<file path="config.mk">
export PLATFORM = sky130hd
export DESIGN_NAME = mag_timer
export DESIGN_NICKNAME = d
export VERILOG_FILES = /design/src/rtl/mag_timer.sv
export SDC_FILE = /design/constraint.sdc
export NUM_CORES = 1
export LEC_CHECK = 0
export CORE_ASPECT_RATIO = 0.7
export CORE_MARGIN = 3
export CORE_UTILIZATION = 56
export DETAILED_ROUTE_END_ITERATION = 6
export PLACE_DENSITY = 0.91
export SYNTH_ARGS = -nofsm -noshare
export SYNTH_HDL_FRONTEND = slang
export SYNTH_SLANG_ARGS = --single-unit
</file>
<file path="constraint.sdc">
create_clock -name clk -period 4.6 [get_ports clk]
set_input_delay 0.92 -clock clk [delete_from_list [all_inputs] [get_ports clk]]
set_output_delay 0.92 -clock clk [all_outputs]
set_load 0.01 [all_outputs]
</file>
<file path="src/rtl/mag_timer.sv">
// rtl/mag_timer.sv - BCD MM:SS countdown timer feeding the magnetron timer_done input
module mag_timer #(
  parameter int TICKS_PER_SEC = 1000,
  parameter int PRESC_W       = 10
) (
  input  logic       clk,
  input  logic       rst,
  input  logic       clearn,
  input  logic       load_digit,
  input  logic [3:0] digit,
  input  logic       mag_on,
  output logic [3:0] min_tens,
  output logic [3:0] min_ones,
  output logic [3:0] sec_tens,
  output logic [3:0] sec_ones,
  output logic       sec_tick,
  output logic       timer_done
);

  localparam logic [PRESC_W-1:0] PRESC_MAX = PRESC_W'(TICKS_PER_SEC - 1);

  logic [PRESC_W-1:0] presc;
  logic [3:0]         dec_mt, dec_mo, dec_st, dec_so;
  logic               is_zero;
  logic               entry_ok;
  logic               counting;

  assign is_zero    = (min_tens == 4'd0) && (min_ones == 4'd0) &&
                      (sec_tens == 4'd0) && (sec_ones == 4'd0);
  assign timer_done = is_zero;
  assign entry_ok   = load_digit && !mag_on && (digit <= 4'd9);
  assign counting   = mag_on && !is_zero;

  // One-second BCD decrement; sec_tens borrows to 5 but entered 6..9 count down normally.
  always_comb begin
    dec_mt = min_tens;
    dec_mo = min_ones;
    dec_st = sec_tens;
    dec_so = sec_ones;
    if (sec_ones != 4'd0) begin
      dec_so = sec_ones - 4'd1;
    end else begin
      dec_so = 4'd9;
      if (sec_tens != 4'd0) begin
        dec_st = sec_tens - 4'd1;
      end else begin
        dec_st = 4'd5;
        if (min_ones != 4'd0) begin
          dec_mo = min_ones - 4'd1;
        end else begin
          dec_mo = 4'd9;
          dec_mt = min_tens - 4'd1;
        end
      end
    end
  end

  always_ff @(posedge clk) begin
    sec_tick <= 1'b0;
    if (rst || !clearn) begin
      min_tens <= 4'd0;
      min_ones <= 4'd0;
      sec_tens <= 4'd0;
      sec_ones <= 4'd0;
      presc    <= '0;
    end else if (entry_ok) begin
      min_tens <= min_ones;
      min_ones <= sec_tens;
      sec_tens <= sec_ones;
      sec_ones <= digit;
      presc    <= '0;
    end else if (counting) begin
      if (presc == PRESC_MAX) begin
        presc    <= '0;
        min_tens <= dec_mt;
        min_ones <= dec_mo;
        sec_tens <= dec_st;
        sec_ones <= dec_so;
        sec_tick <= 1'b1;
      end else begin
        presc <= presc + 1'b1;
      end
    end else if (mag_on) begin
      // Zero time: keep the prescaler parked so a later load starts a full second.
      presc <= '0;
    end
  end

endmodule

</file>
==> impl_metrics.json, run 1 <==
{
  "antenna_cells": 0,
  "tightest_slew_ns": 0.604,
  "postPlaceCellArea_mm2": 0.00183,
  "hp-start": "presc[1]$_SDFFE_PP0P_",
  "fin_skew_ns": 0.00603,
  "wl_per_cell_um": 15.6,
  "nets": 225,
  "rsz0062_at_grt": "false",
  "hold_end": "presc[1]$_SDFFE_PP0P_",
  "antenna_found_initial": 0,
  "status": "finished, final reports clean",
  "syn_area_per_cell_um2": 8.23,
  "instances_no_fill": 246,
  "die_w_um": 69.2,
  "ys_top_cells_by_area": "dfxtp_1, nor2_1, nor3_1",
  "vias": 1568,
  "dr.pass1.iters": 5,
  "clkSinkCount": 27,
  "grt_pass1_wl_mm": 6.80,
  "r2r_setup_slack_ns": 2.06,
  "grt_pass1_vias": 1414,
  "fin_tns_setup_ns": 0,
  "io_buffers": 26,
  "fmax_mhz": 281,
  "period_needed_ns": 3.56,
  "cts.clk_slew.worst_paths_ns": 0.09,
  "synth.most_common_cell": "dfxtp_1",
  "initial_core_util_pct": 61.3,
  "worstSkewPairLatency_ns": 0.27,
  "track_usage_pct": 23.8,
  "worst_setup_path_end_kind": "output port",
  "synth.net_count": 202,
  "yosysTopAreaCell": "dfxtp_1",
  "fp.dieH_um": 50.2,
  "synth-main-ff-cell": "dfxtp_1",
  "crit_type": "reg -> out",
  "rows": 15,
  "grt_max_degree": 26,
  "min_period_over_period_pct": 77.3,
  "postRouteAntennaNets": 0,
  "ys_warn_count": 0,
  "synth_edf_count": 0,
  "critical_path_buf_inv_count": 1,
  "root_buffer": "clkbuf_8",
  "h-tree-depth": 1,
  "max_slew_margin_pct": 59.4,
  "syn_inst": 190,
  "die_area_mm2": 0.00347,
  "synth_common_cells": "dfxtp_1, nor2_1, nand2_1, nor3_1",
  "p_per_area_mw_per_mm2": 232,
  "cap_violations": 0,
  "ys_ff_latch": 27,
  "final_design_area_no_fill_mm2": 0.00187,
  "grt_overflow": 0,
  "cts_tree": "yes",
  "fin_util_pct": 73.3,
  "cp_data_arrival_time_ns": 2.64,
  "pin_count": 27,
  "area_growth_pct": 19.6,
  "synthArstFlopShare_pct": 0,
  "crit_fanout": 7,
  "netlist.area_leader.share_pct": 34.6,
  "finalHoldViolations": 0,
  "core_area_mm2": 0.00255,
  "reg2reg_depth": 5,
  "peakVddDrop_v": 0.000240,
  "layout-drive-gt1-share_pct": 8.02,
  "hold_depth": 2,
  "crit_path_top_delay_cell": "or4_1",
  "p_leak_nw": 0.670,
  "cts_buffers": 3,
  "fin_hold_ws_ns": 0.508,
  "cts_hold_buf": 0,
  "syn_area_mm2": 0.00156,
  "vias_per_cell": 6.37,
  "clockBufferDepth": 2,
  "required_ns": 3.68,
  "dp_hpwl_mm": 2.81,
  "remaining_drc_errors": 0,
  "place.gp.congestion": 0.918,
  "finalMaxSlewViolations": 0,
  "r2r-end": "sec_tens[0]$_SDFFE_PP0P_",
  "cp_slowest_stage_delay_ns": 0.72,
  "cp_top_family": "simple AND/OR/NAND/NOR gates",
  "startpoint_type": "flop",
  "drtIter0Drc": 149,
  "synthDistinctLibCells": 52,
  "cts_resized": 0,
  "reg2reg_from": "sec_tens[3]$_SDFFE_PP0P_",
  "setup_viol": 0,
  "post_cts_buffers": 0,
  "min_path_type": "reg -> reg",
  "routed_wl_mm": 3.83,
  "cp_cell_sequence": "or4_1 -> nor4_1 -> clkdlybuf4s50_1",
  "dp.cells": 242,
  "ys_seq_area_share_pct": 34.6
}
[metrics by stage]
stage | setup slack, ns | power (mW)
after detailed placement | 1.33 | 0.304
after CTS | 1.05 | 0.436
after global placement | 1.40 | 0.303
final | 1.04 | 0.434
after floorplan | 2.01 | 0.284
after global routing | 0.862 | 0.454
[worst max path at each step]
stage / startpoint / to / slack [ns] / cells past startpoint
after floorplan: sec_tens[0]$_SDFFE_PP0P_ / timer_done / 2.01 / 3
after CTS: sec_tens[3]$_SDFFE_PP0P_ / timer_done / 1.05 / 3
after global placement: sec_tens[0]$_SDFFE_PP0P_ / timer_done / 1.40 / 3
after global routing: sec_tens[0]$_SDFFE_PP0P_ / timer_done / 0.86 / 3
final: sec_tens[3]$_SDFFE_PP0P_ / timer_done / 1.04 / 3
after detailed placement: sec_tens[3]$_SDFFE_PP0P_ / timer_done / 1.33 / 3
[placed cells by master (no fill, tap or decap), drive strengths merged, types with 5 or more instances in the layout]
master         netlist  final
a211oi               7      7
a21oi                8      8
clkdlybuf4s50        0     26
dfxtp               27     27
inv                  5      5
nand2               15     15
nand3                9      9
nor2                19     19
nor3                13     13
o21ai                9      9
or3                  6      6
or4                  5      5
xor2                 6      6
[cell type report]
type                       count  area (µm²)
fill                         211         682
inverter                       5        18.8
multi-input combinational    149         956
clock buffer                   4        45.0
sequential                    27         541
timing repair buffer          27         268
tap                           34        42.5
[sequential cells by signal, summed over array words and instances (netlist names)]
register	flops
min_ones	4
min_tens	4
presc	10
sec_ones	4
sec_tens	4
sec_tick	1
[metal layers]
layer	global-route usage [%]	share of wire [%]
met2	37.0	46
met5	0	0
met4	4.87	0.55
met3	6.00	9.0
met1	33.5	45
[worst register-to-register path, stage by stage (launching register included)]
cell	delay, ns
dfxtp_1	0.37
or4_1	0.72
o41ai_4	0.69
or2_1	0.31
xor2_1	0.11
a211oi_1	0.26
[cells by family (layout without fill, tap and decap cells)]
group,count (synthesis),after routing,share of synthesized area [%]
xor+xnor,8,8,4.48
fa+ha+maj,3,3,2.40
mux,1,1,0.640
simple gates,89,89,30.5
flops,27,27,34.6
buf+inv,14,36,4.32
compound gates,48,48,23.1
[power by group]
group,switching [mW],internal [mW],leakage [nW],total [mW]
logic,0.0339,0.0263,0.429,0.0602
registers,0.00370,0.236,0.218,0.240
clock network,0.0723,0.0621,0.0228,0.134
No activity file was read; power rests on OpenSTA's default activity.
==> run 2, diff against run 1 <==
- CORE_UTILIZATION: 56 -> 52
- PLACE_DENSITY: 0.91 -> 0.86
- clock period: 4.6 -> 3.7 ns (I/O delays scaled with it)
==> run 2 against run 1 <==
Compared with the run above:
- final cell count grew 0.41%
- critical path depth is the same
- worst hold slack gained 0.0037 ns
- combinational power grew 25%
- power grew 25%
- routed wire length grew 0.42%
- clock-buffer cell count is the same
- sequential cell count is the same
- cell area grew 0.40%
- register-to-register slack lost 0.83 ns
- critical endpoint unchanged
==> impl_metrics.json, run 2 (synthesized netlist as in run 1, its figures left out) <==
{
  "cap_violations": 0,
  "dr.pass1.iters": 4,
  "die_area_mm2": 0.00371,
  "largest-register": "presc",
  "fp.dieH_um": 51.9,
  "p_switching_mw": 0.137,
  "pin_count": 27,
  "min_path_type": "reg -> reg",
  "tightest_slew_ns": 0.649,
  "routed_wl_mm": 3.85,
  "reg2reg_from": "sec_tens[3]$_SDFFE_PP0P_",
  "hp-start": "presc[1]$_SDFFE_PP0P_",
  "largest_register_ffs": 10,
  "drtIter0Drc": 179,
  "grt_pass1_wl_mm": 6.35,
  "rows": 15,
  "fin_tns_setup_ns": 0,
  "max_slew_margin_pct": 56.7,
  "required_ns": 2.96,
  "nets": 226,
  "hold_depth": 2,
  "crit_type": "reg -> out",
  "area_growth_pct": 20.1,
  "fill_cells": 203,
  "crit_fanout": 7,
  "vias_per_cell": 6.25,
  "clockBufferDepth": 2,
  "io_buffers": 26,
  "vias": 1543,
  "h-tree-depth": 1,
  "clkPwrFrac_pct": 31.0,
  "r2r-end": "min_ones[1]$_SDFFE_PP0P_",
  "setup_viol": 0,
  "finalHoldViolations": 0,
  "layout_commonest_cell": "dfxtp_1",
  "fin_skew_ns": 0.00298,
  "p_comb_share_pct": 13.9,
  "internal-power_mw": 0.404,
  "reg2reg_depth": 5,
  "min_period_over_period_pct": 90.6,
  "worst_setup_path_end_kind": "output port",
  "layout_common_cells": "dfxtp_1, clkdlybuf4s50_1, nor2_1",
  "power_mw": 0.541,
  "antenna_cells": 0,
  "fmax_mhz": 298,
  "antenna_found_initial": 0,
  "period_needed_ns": 3.35,
  "core_area_mm2": 0.00267,
  "remaining_drc_errors": 0,
  "rsz0062_at_grt": "false",
  "postRouteAntennaNets": 0,
  "p_per_area_mw_per_mm2": 288,
  "worstSkewPairLatency_ns": 0.27,
  "root_buffer": "clkbuf_8",
  "wl_per_cell_um": 15.6,
  "post_cts_buffers": 0,
  "grt_max_degree": 26,
  "grt_pass1_vias": 1386,
  "r2r_setup_slack_ns": 1.23,
  "track_usage_pct": 21.5,
  "finalMaxSlewViolations": 0,
  "peakVddDrop_v": 0.000276,
  "place.gp.congestion": 0.900,
  "cts_tree": "yes",
  "cts.clk_slew.worst_paths_ns": 0.09,
  "seqPwrFrac_pct": 55.1,
  "layout-drive-gt1-share_pct": 8.45,
  "startpoint_type": "flop",
  "clkSinkCount": 27,
  "die_w_um": 71.6,
  "status": "finished, final reports clean",
  "hold_end": "presc[1]$_SDFFE_PP0P_",
  "cts_resized": 0,
  "switching_share_pct": 25.4,
  "initial_core_util_pct": 58.7,
  "cts_buffers": 3,
  "grt_overflow": 0,
  "cts_hold_buf": 0,
  "p_leak_nw": 0.675,
  "dp_hpwl_mm": 2.76,
  "cp_data_arrival_time_ns": 2.61
}
[run 2: cell types whose count changed in the layout (fill, tap and decap cells not counted)]
cell	previous run	this run
buf_4	1	2
[run 2: worst max-delay path: stages, from the launching register on]
cell and delay, ns:
dfxtp_1 0.37, or4_1 0.71, nor4_1 0.61, clkdlybuf4s50_1 0.65
[run 2: layout make-up]
class                   count  area (µm²)  share of cell area [%]
repair buffers             28         275                    14.7
inverters                   5        18.8                   0.999
clock buffers               4        45.0                    2.40
well taps                  34        42.5                    2.27
multi-input cells         149         956                    50.9
flip-flops and latches     27         541                    28.8
[run 2: power groups by stage]
stage	sequential, mW	clock (mW)	combinational (mW)
3_5_place_dp	0.305	0	0.0744
4_1_cts	0.298	0.167	0.0749
3_3_place_gp	0.304	0	0.0730
5_1_grt	0.299	0.180	0.0825
6_report	0.298	0.168	0.0754
2_1_floorplan	0.305	0	0.0477
[run 2: worst max path at each step]
| stage | startpoint | endpoint |
|---|---|---|
| 6_report | sec_tens[3]$_SDFFE_PP0P_ | timer_done |
| 5_1_grt | sec_tens[0]$_SDFFE_PP0P_ | timer_done |
| 4_1_cts | sec_tens[3]$_SDFFE_PP0P_ | timer_done |
| 3_5_place_dp | sec_tens[0]$_SDFFE_PP0P_ | timer_done |
| 3_3_place_gp | sec_tens[0]$_SDFFE_PP0P_ | timer_done |
| 2_1_floorplan | sec_tens[0]$_SDFFE_PP0P_ | timer_done |
[run 2: stage by stage]
stage	instance area (µm²)	setup WS, ns	hold WS, ns	cells	utilization, %
final	1880	0.347	0.512	247	70.5
after global routing	1880	0.170	0.559	247	70.5
after CTS	1880	0.361	0.515	247	70.5
after detailed placement	1830	0.663	0.502	243	68.8
after global placement	1830	0.684	0.475	243	68.8
after floorplan	1560	1.29	0.462	190	-
[run 2: layer usage]
layer,wire (µm),vias up,track usage [%]
li1,-,758,-
met1,1820,698,29.4
met2,1710,83,34.9
met3,281,4,4.44
met4,31,0,4.69
met5,0,-,0
